<file path="src/rtl/fpu_pkg.sv">
// Shared FP32 constants and helpers for the adder-sharing arbiter.
package fpu_pkg;
  localparam int          FP32_W        = 32;
  localparam int          FPU_ADD_LAT   = 3;
  localparam logic [31:0] FP32_QNAN     = 32'h7FC0_0000;
  localparam int          FP32_SIGN_BIT = 31;

  typedef logic [FP32_W-1:0] fp32_t;

  function automatic fp32_t fp32_negate(input fp32_t x);
    fp32_t r;
    r = x;
    r[FP32_SIGN_BIT] = ~x[FP32_SIGN_BIT];
    return r;
  endfunction
endpackage

</file>
<file path="src/rtl/fpu_add_arbiter_if.sv">
// Requester-side bus of fpu_add_arbiter: op issue and per-requester response slots.
// Compile-time option FPU_ARB_SUB_EN adds the req_op (subtract) lane.
interface fpu_add_arbiter_if
  import fpu_pkg::*;
#(
  parameter int N_REQ = 4
) ();
  logic [N_REQ-1:0]             req_valid;
  logic [N_REQ-1:0]             req_ready;
  logic [N_REQ-1:0][FP32_W-1:0] req_a;
  logic [N_REQ-1:0][FP32_W-1:0] req_b;
`ifdef FPU_ARB_SUB_EN
  logic [N_REQ-1:0]             req_op;
`endif
  logic [N_REQ-1:0]             rsp_valid;
  logic [N_REQ-1:0]             rsp_ready;
  logic [N_REQ-1:0][FP32_W-1:0] rsp_result;

`ifdef FPU_ARB_SUB_EN
  modport master (output req_valid, req_a, req_b, req_op, rsp_ready,
                  input  req_ready, rsp_valid, rsp_result);
  modport slave  (input  req_valid, req_a, req_b, req_op, rsp_ready,
                  output req_ready, rsp_valid, rsp_result);
`else
  modport master (output req_valid, req_a, req_b, rsp_ready,
                  input  req_ready, rsp_valid, rsp_result);
  modport slave  (input  req_valid, req_a, req_b, rsp_ready,
                  output req_ready, rsp_valid, rsp_result);
`endif
endinterface

</file>
<file path="src/rtl/fpu_add_arbiter_rr_arbiter.sv">
// Combinational round-robin pick: first eligible index after ptr, wrapping.
module rr_arbiter #(
  parameter int N  = 4,
  parameter int IW = (N > 1) ? $clog2(N) : 1
) (
  input  logic [N-1:0]  eligible,
  input  logic [IW-1:0] ptr,
  output logic [N-1:0]  grant,
  output logic [IW-1:0] idx
);
  always_comb begin
    logic found;
    found = 1'b0;
    grant = '0;
    idx   = '0;
    for (int k = 1; k <= N; k++) begin
      if (!found && eligible[(int'(ptr) + k) % N]) begin
        found                          = 1'b1;
        grant[(int'(ptr) + k) % N]     = 1'b1;
        idx                            = IW'((int'(ptr) + k) % N);
      end
    end
  end
endmodule

</file>
<file path="src/rtl/fpu_add_arbiter.sv">
// Shares one LAT-cycle pipelined FP32 adder among N_REQ requesters, one op in flight each.
// Compile-time option FPU_ARB_SUB_EN: req_op selects A-B by flipping B's sign on issue.
module fpu_add_arbiter
  import fpu_pkg::*;
#(
  parameter int N_REQ = 4,
  parameter int LAT   = FPU_ADD_LAT
) (
  input  logic             clk,
  input  logic             rst_n,
  fpu_add_arbiter_if.slave rq,
  output logic             fpu_valid_in,
  output fp32_t            fpu_a,
  output fp32_t            fpu_b,
  input  logic             fpu_valid_out,
  input  fp32_t            fpu_result,
  output logic             err
);
  localparam int IW = (N_REQ > 1) ? $clog2(N_REQ) : 1;

  logic [IW-1:0]                ptr_q, ptr_d;
  logic [N_REQ-1:0]             inflight_q, inflight_d;
  logic [N_REQ-1:0]             rsp_valid_q, rsp_valid_d;
  logic [N_REQ-1:0][FP32_W-1:0] rsp_result_q, rsp_result_d;
  logic [LAT:1]                 vld_pipe_q, vld_pipe_d;
  logic [LAT:1][IW-1:0]         idx_pipe_q, idx_pipe_d;
  logic                         err_q, err_d;

  logic [N_REQ-1:0] eligible, gnt;
  logic [IW-1:0]    gnt_idx;
  logic             wb;

  // rst_n gates eligibility so no grant leaks out combinationally during reset.
  assign eligible = rq.req_valid & ~(inflight_q | rsp_valid_q) & {N_REQ{rst_n}};

  rr_arbiter #(.N(N_REQ), .IW(IW)) u_arb (
    .eligible (eligible),
    .ptr      (ptr_q),
    .grant    (gnt),
    .idx      (gnt_idx)
  );

  assign rq.req_ready  = gnt;
  assign rq.rsp_valid  = rsp_valid_q;
  assign rq.rsp_result = rsp_result_q;
  assign fpu_valid_in  = |gnt;
  assign err           = err_q;
  assign wb            = fpu_valid_out & vld_pipe_q[LAT];

  always_comb begin
    fpu_a = '0;
    fpu_b = '0;
    for (int i = 0; i < N_REQ; i++) begin
      if (gnt[i]) begin
        fpu_a = rq.req_a[i];
        fpu_b = rq.req_b[i];
`ifdef FPU_ARB_SUB_EN
        if (rq.req_op[i]) fpu_b = fp32_negate(rq.req_b[i]);
`endif
      end
    end
  end

  always_comb begin
    ptr_d        = ptr_q;
    inflight_d   = inflight_q;
    rsp_valid_d  = rsp_valid_q & ~rq.rsp_ready;
    rsp_result_d = rsp_result_q;
    err_d        = err_q | (fpu_valid_out ^ vld_pipe_q[LAT]);
    vld_pipe_d   = vld_pipe_q;
    idx_pipe_d   = idx_pipe_q;

    vld_pipe_d[1] = |gnt;
    idx_pipe_d[1] = gnt_idx;
    for (int s = 2; s <= LAT; s++) begin
      vld_pipe_d[s] = vld_pipe_q[s-1];
      idx_pipe_d[s] = idx_pipe_q[s-1];
    end

    if (|gnt) begin
      ptr_d               = gnt_idx;
      inflight_d[gnt_idx] = 1'b1;
    end
    // A slot being written back is never the one being consumed: it was busy until now.
    if (wb) begin
      inflight_d[idx_pipe_q[LAT]]   = 1'b0;
      rsp_valid_d[idx_pipe_q[LAT]]  = 1'b1;
      rsp_result_d[idx_pipe_q[LAT]] = fpu_result;
    end
  end

  always_ff @(posedge clk or negedge rst_n) begin
    if (!rst_n) begin
      ptr_q        <= IW'(N_REQ - 1);
      inflight_q   <= '0;
      rsp_valid_q  <= '0;
      rsp_result_q <= '0;
      vld_pipe_q   <= '0;
      idx_pipe_q   <= '0;
      err_q        <= 1'b0;
    end else begin
      ptr_q        <= ptr_d;
      inflight_q   <= inflight_d;
      rsp_valid_q  <= rsp_valid_d;
      rsp_result_q <= rsp_result_d;
      vld_pipe_q   <= vld_pipe_d;
      idx_pipe_q   <= idx_pipe_d;
      err_q        <= err_d;
    end
  end
endmodule

</file>
<file path="src/flat_wrapper.sv">
// flat-port wrapper written by rule: the top's interface ports become plain ports
module fpu_add_arbiter_flat import fpu_pkg::*;
#(
  parameter int N_REQ = 4,
  parameter int LAT   = FPU_ADD_LAT
)
  (clk, rst_n, fpu_valid_in, fpu_a, fpu_b, fpu_valid_out, fpu_result, err, rq_req_valid, rq_req_a, rq_req_b, rq_rsp_ready, rq_req_ready, rq_rsp_valid, rq_rsp_result);
  fpu_add_arbiter_if #(.N_REQ(N_REQ)) rq_i ();
  input  logic clk;
  input  logic rst_n;
  output logic fpu_valid_in;
  output fp32_t fpu_a;
  output fp32_t fpu_b;
  input  logic fpu_valid_out;
  input  fp32_t fpu_result;
  output logic err;
  input wire logic [$bits(rq_i.req_valid)-1:0] rq_req_valid;
  input wire logic [$bits(rq_i.req_a)-1:0] rq_req_a;
  input wire logic [$bits(rq_i.req_b)-1:0] rq_req_b;
  input wire logic [$bits(rq_i.rsp_ready)-1:0] rq_rsp_ready;
  output wire logic [$bits(rq_i.req_ready)-1:0] rq_req_ready;
  output wire logic [$bits(rq_i.rsp_valid)-1:0] rq_rsp_valid;
  output wire logic [$bits(rq_i.rsp_result)-1:0] rq_rsp_result;
  assign rq_i.req_valid = rq_req_valid;
  assign rq_i.req_a = rq_req_a;
  assign rq_i.req_b = rq_req_b;
  assign rq_i.rsp_ready = rq_rsp_ready;
  assign rq_req_ready = rq_i.req_ready;
  assign rq_rsp_valid = rq_i.rsp_valid;
  assign rq_rsp_result = rq_i.rsp_result;
  fpu_add_arbiter #(.N_REQ(N_REQ), .LAT(LAT)) u_core (.clk(clk), .rst_n(rst_n), .rq(rq_i), .fpu_valid_in(fpu_valid_in), .fpu_a(fpu_a), .fpu_b(fpu_b), .fpu_valid_out(fpu_valid_out), .fpu_result(fpu_result), .err(err));
endmodule
</file>
<file path="config.mk">
export PLATFORM = sky130hd
export DESIGN_NAME = fpu_add_arbiter_flat
export DESIGN_NICKNAME = d
export VERILOG_FILES = /design/src/rtl/fpu_pkg.sv /design/src/rtl/fpu_add_arbiter_if.sv /design/src/rtl/fpu_add_arbiter_rr_arbiter.sv /design/src/rtl/fpu_add_arbiter.sv /design/src/flat_wrapper.sv
export SDC_FILE = /design/constraint.sdc
export NUM_CORES = 1
export LEC_CHECK = 0
export ABC_AREA = 1
export CORE_AREA = 2 2 195 197
export DETAILED_ROUTE_END_ITERATION = 12
export DIE_AREA = 0 0 197 199
export GPL_TIMING_DRIVEN = 0
export PLACE_DENSITY = 0.61
export SETUP_SLACK_MARGIN = 0.05
export SYNTH_ARGS = -nofsm -noshare
export SYNTH_HDL_FRONTEND = slang
export SYNTH_HIERARCHICAL = 1
export SYNTH_SLANG_ARGS = --single-unit
</file>
<file path="constraint.sdc">
create_clock -name clk -period 3.74 [get_ports clk]
set_clock_uncertainty 0.2 [all_clocks]
set_input_delay 0.748 -clock clk [delete_from_list [all_inputs] [get_ports clk]]
set_output_delay 0.748 -clock clk [all_outputs]
set_load 0.02 [all_outputs]
</file>
==> flow_summary.json <==
{
  "dp_cells": 2123,
  "synth-simple-area-share_pct": 25.7,
  "cp-start-kind": "flop",
  "final-hold-violation-count": 0,
  "clk_path_buf_depth": 2,
  "dieArea_mm2": 0.0392,
  "crit_required_ns": 2.79,
  "end_kind": "output pin",
  "violations": "negative setup slack",
  "wl_met2_um": 21700,
  "grt_pass1_vias": 9871,
  "max_cap_violations": 0,
  "r2r-start": "u_core/ptr_q[0]",
  "hpwl_um": 30800,
  "worst_r2r_endpoint": "u_core/inflight_q[1]",
  "initial_core_util_pct": 22.0,
  "ctsHoldBuffers": 0,
  "rsz0062_at_grt": "true",
  "layout-drive-gt1-share_pct": 25.0,
  "post-route-util_pct": 44.1,
  "die_h_um": 199,
  "synth_area_leader_cell": "dfrtp_1",
  "netlist.area_leader.share_pct": 44.8,
  "numCtsBuffers": 17,
  "wl_met3_um": 2810,
  "worstSetupPathType": "flop to output pin",
  "rows": 71,
  "fin_crit_sh_pct": 106,
  "met1Wirelength_um": 17600,
  "wl_per_cell_um": 19.5,
  "grt_pass1_wl_um": 61000,
  "syn_area_mm2": 0.00816,
  "synth-compound-area-share_pct": 17.2,
  "cp_top_family": "buffers and inverters",
  "p_total_mw": 20.6,
  "dr.max_layer_used": "met5",
  "fill_cells": 3692,
  "grt_max_degree": 41,
  "io_pins": 501,
  "antenna_found_initial": 2,
  "cts_root_buf": "clkbuf_16",
  "cp.arrival_ns": 3.00,
  "synth.distinct_cells": 26,
  "worstRegToRegCells": 22,
  "ys_seq_elements": 148,
  "place_ws_ns": -1.97,
  "routed_via_density": 4.55,
  "finalCriticalPeriod_ns": 3.95,
  "synth_fa_ha_area_share_pct": 1.38,
  "tightest_slew_ns": 0.596,
  "muxShareOfSynthArea_pct": 0,
  "synth_edf_count": 0,
  "hold_class": "input pin to async pin",
  "cp_slowest_cell": "dfstp_2",
  "setup_ws_ns": -0.210,
  "clk_latency_ns": 0.42,
  "cts_max_level": 4,
  "finalSetupViolations": 64,
  "synth_seq_area_share_pct": 45.4,
  "portBuffers": 500,
  "cp_max_fo": 6,
  "fin_nets": 2046,
  "cts.sinks": 148,
  "drt_wl_total_um": 43400,
  "synth_cells": 1148,
  "crit_chain": "clkinvlp_4, ha_4, inv_4, nand2_4, buf_6, buf_6, a21boi_2, a21oi_2, nand3_4, buf_12, buf_12, a21oi_4, nand2_2, nand2_4, nand2_2, buf_6",
  "cts_tree": "done",
  "cpPeakStageDelay_ns": 0.57,
  "track_usage_pct": 20.5,
  "leakage_nw": 7.76,
  "synthTopCellsByArea": "dfrtp_1 45%, nand2_1 22%, a21oi_1 8.2%",
  "power_density_mw_per_mm2": 1260,
  "core_mm2": 0.0371,
  "synthFlopType": "dfrtp_1",
  "avgSynthCellArea_um2": 7.10,
  "instances_no_fill": 2225,
  "diodes": 0,
  "synthTopCellsByCount": "482 x nand2_1, 146 x dfrtp_1, 134 x a21oi_1",
  "via_count": 10100,
  "path_buf_inv": 7,
  "synthXorXnorAreaFrac_pct": 0,
  "slew_violations": 0,
  "drc_errors": 0,
  "yosysMostFrequentCell": "nand2_1",
  "gp_congestion": 0.876,
  "outcome": "complete, but fails checks",
  "clk_pin_slew_ns": 0.07,
  "grt.overflow.total": 0,
  "reg2reg_slack_ns": 0.33,
  "async_reset_ff_share_pct": 100,
  "max_clock_freq_ghz": 0.253,
  "cp_common_cell": "buf_6",
  "yosysWarnings": 6,
  "die_width_um": 197,
  "drt_iter0_drc": 447,
  "ant_nets": 0,
  "firstDrtPassIters": 4,
  "area_growth_pct": 101,
  "syn-num-nets": 1456,
  "ir_drop_v": 0.000486,
  "synth_top_family_by_area": "simple AND/OR/NAND/NOR gates",
  "relSlewSlack_pct": 60.3
}
power by group:
group	total [mW]	switching, mW	internal [mW]	leakage (nW)
Clock	1.68	0.749	0.936	0.279
Combinational	16.2	8.93	7.24	5.63
Sequential	2.75	0.420	2.33	1.85
state kept, by name (all words and copies together) (netlist names):
signal,flops
u_core/rq.rsp_result,128
u_core/idx_pipe_d,4
u_core/inflight_q,4
u_core/rq.rsp_valid,4
u_core/vld_pipe_q,3
u_core/idx_pipe_q,2
u_core/ptr_q,2
u_core/err,1
kinds of logic (layout without fill, tap and decap cells):
family,Yosys count,after routing
AND/OR/NAND/NOR,529,529
AO/OA/AOI/OAI,276,276
buffers and inverters,186,789
flip-flops,148,148
adder cells (fa/ha/maj),9,9
cell type report:
type	count	area, um2	share of cell area, %
Inverter	117	455	2.78
Clock inverter	15	144	0.879
Sequential cell	148	3710	22.6
Timing Repair Buffer	571	5980	36.5
Tap cell	474	593	3.62
Clock buffer	17	425	2.60
Multi-Input combinational cell	814	4390	26.8
Buffer	69	676	4.13
routing by layer:
metal  global-route usage (%)  vias to the layer above
met5                        0                        -
met2                     35.4                      396
met1                     25.5                     4867
met3                     4.46                       68
met4                     6.85                        4
li1                         -                     4795
through the flow:
stage / hold slack, ns / TNS, ns / cell area (um2)
2_1_floorplan: 0.131 / 0 / 8160
3_3_place_gp: 0.135 / -1131.37 / 13800
3_5_place_dp: 0.135 / -126.60 / 13800
4_1_cts: 0.0321 / -7.48 / 15800
5_1_grt: 0.0351 / -16.27 / 16400
6_report: 0.0509 / -6.92 / 16400
worst max path at each step:
| stage | startpoint | endpoint | slack [ns] | cells after the start |
|---|---|---|---|---|
| 6_report | u_core/ptr_q[1] | fpu_a[15] | -0.21 | 16 |
| 5_1_grt | u_core/ptr_q[1] | fpu_a[1] | -0.34 | 15 |
| 4_1_cts | u_core/ptr_q[1] | fpu_a[15] | -0.20 | 16 |
| 3_5_place_dp | rst_n | fpu_a[12] | -1.97 | 17 |
| 3_3_place_gp | rst_n | fpu_a[12] | -6.66 | 16 |
| 2_1_floorplan | rst_n | fpu_a[0] | 0.19 | 15 |
placed cells by master (no fill, tap or decap), drive strengths merged:
| master | instances |
|---|---|
| dlygate4sd2 | 6 |
| or2 | 1 |
| o21ai | 133 |
| clkinv | 4 |
| a31oi | 1 |
| nand2 | 490 |
| clkbuf | 38 |
| nor3 | 4 |
| bufbuf | 6 |
| dfrtp | 146 |
| ha | 9 |
| a21oi | 135 |
| clkdlybuf4s15 | 1 |
| buf | 180 |
| inv | 124 |
| clkinvlp | 3 |
| clkdlybuf4s50 | 426 |
| dfstp | 2 |
| nand3 | 22 |
| nor2 | 12 |
| bufinv | 1 |
| a21boi | 7 |
repair_timing:
| action | CTS | global route |
|---|---|---|
| cloned | 12 | 4 |
| pin swaps | 59 | 54 |
| gates resized for setup | 589 | 130 |
| setup endpoints to repair | 74 | 69 |
| buffers inserted | 52 | 9 |
No activity file was read; power rests on OpenSTA's default activity.
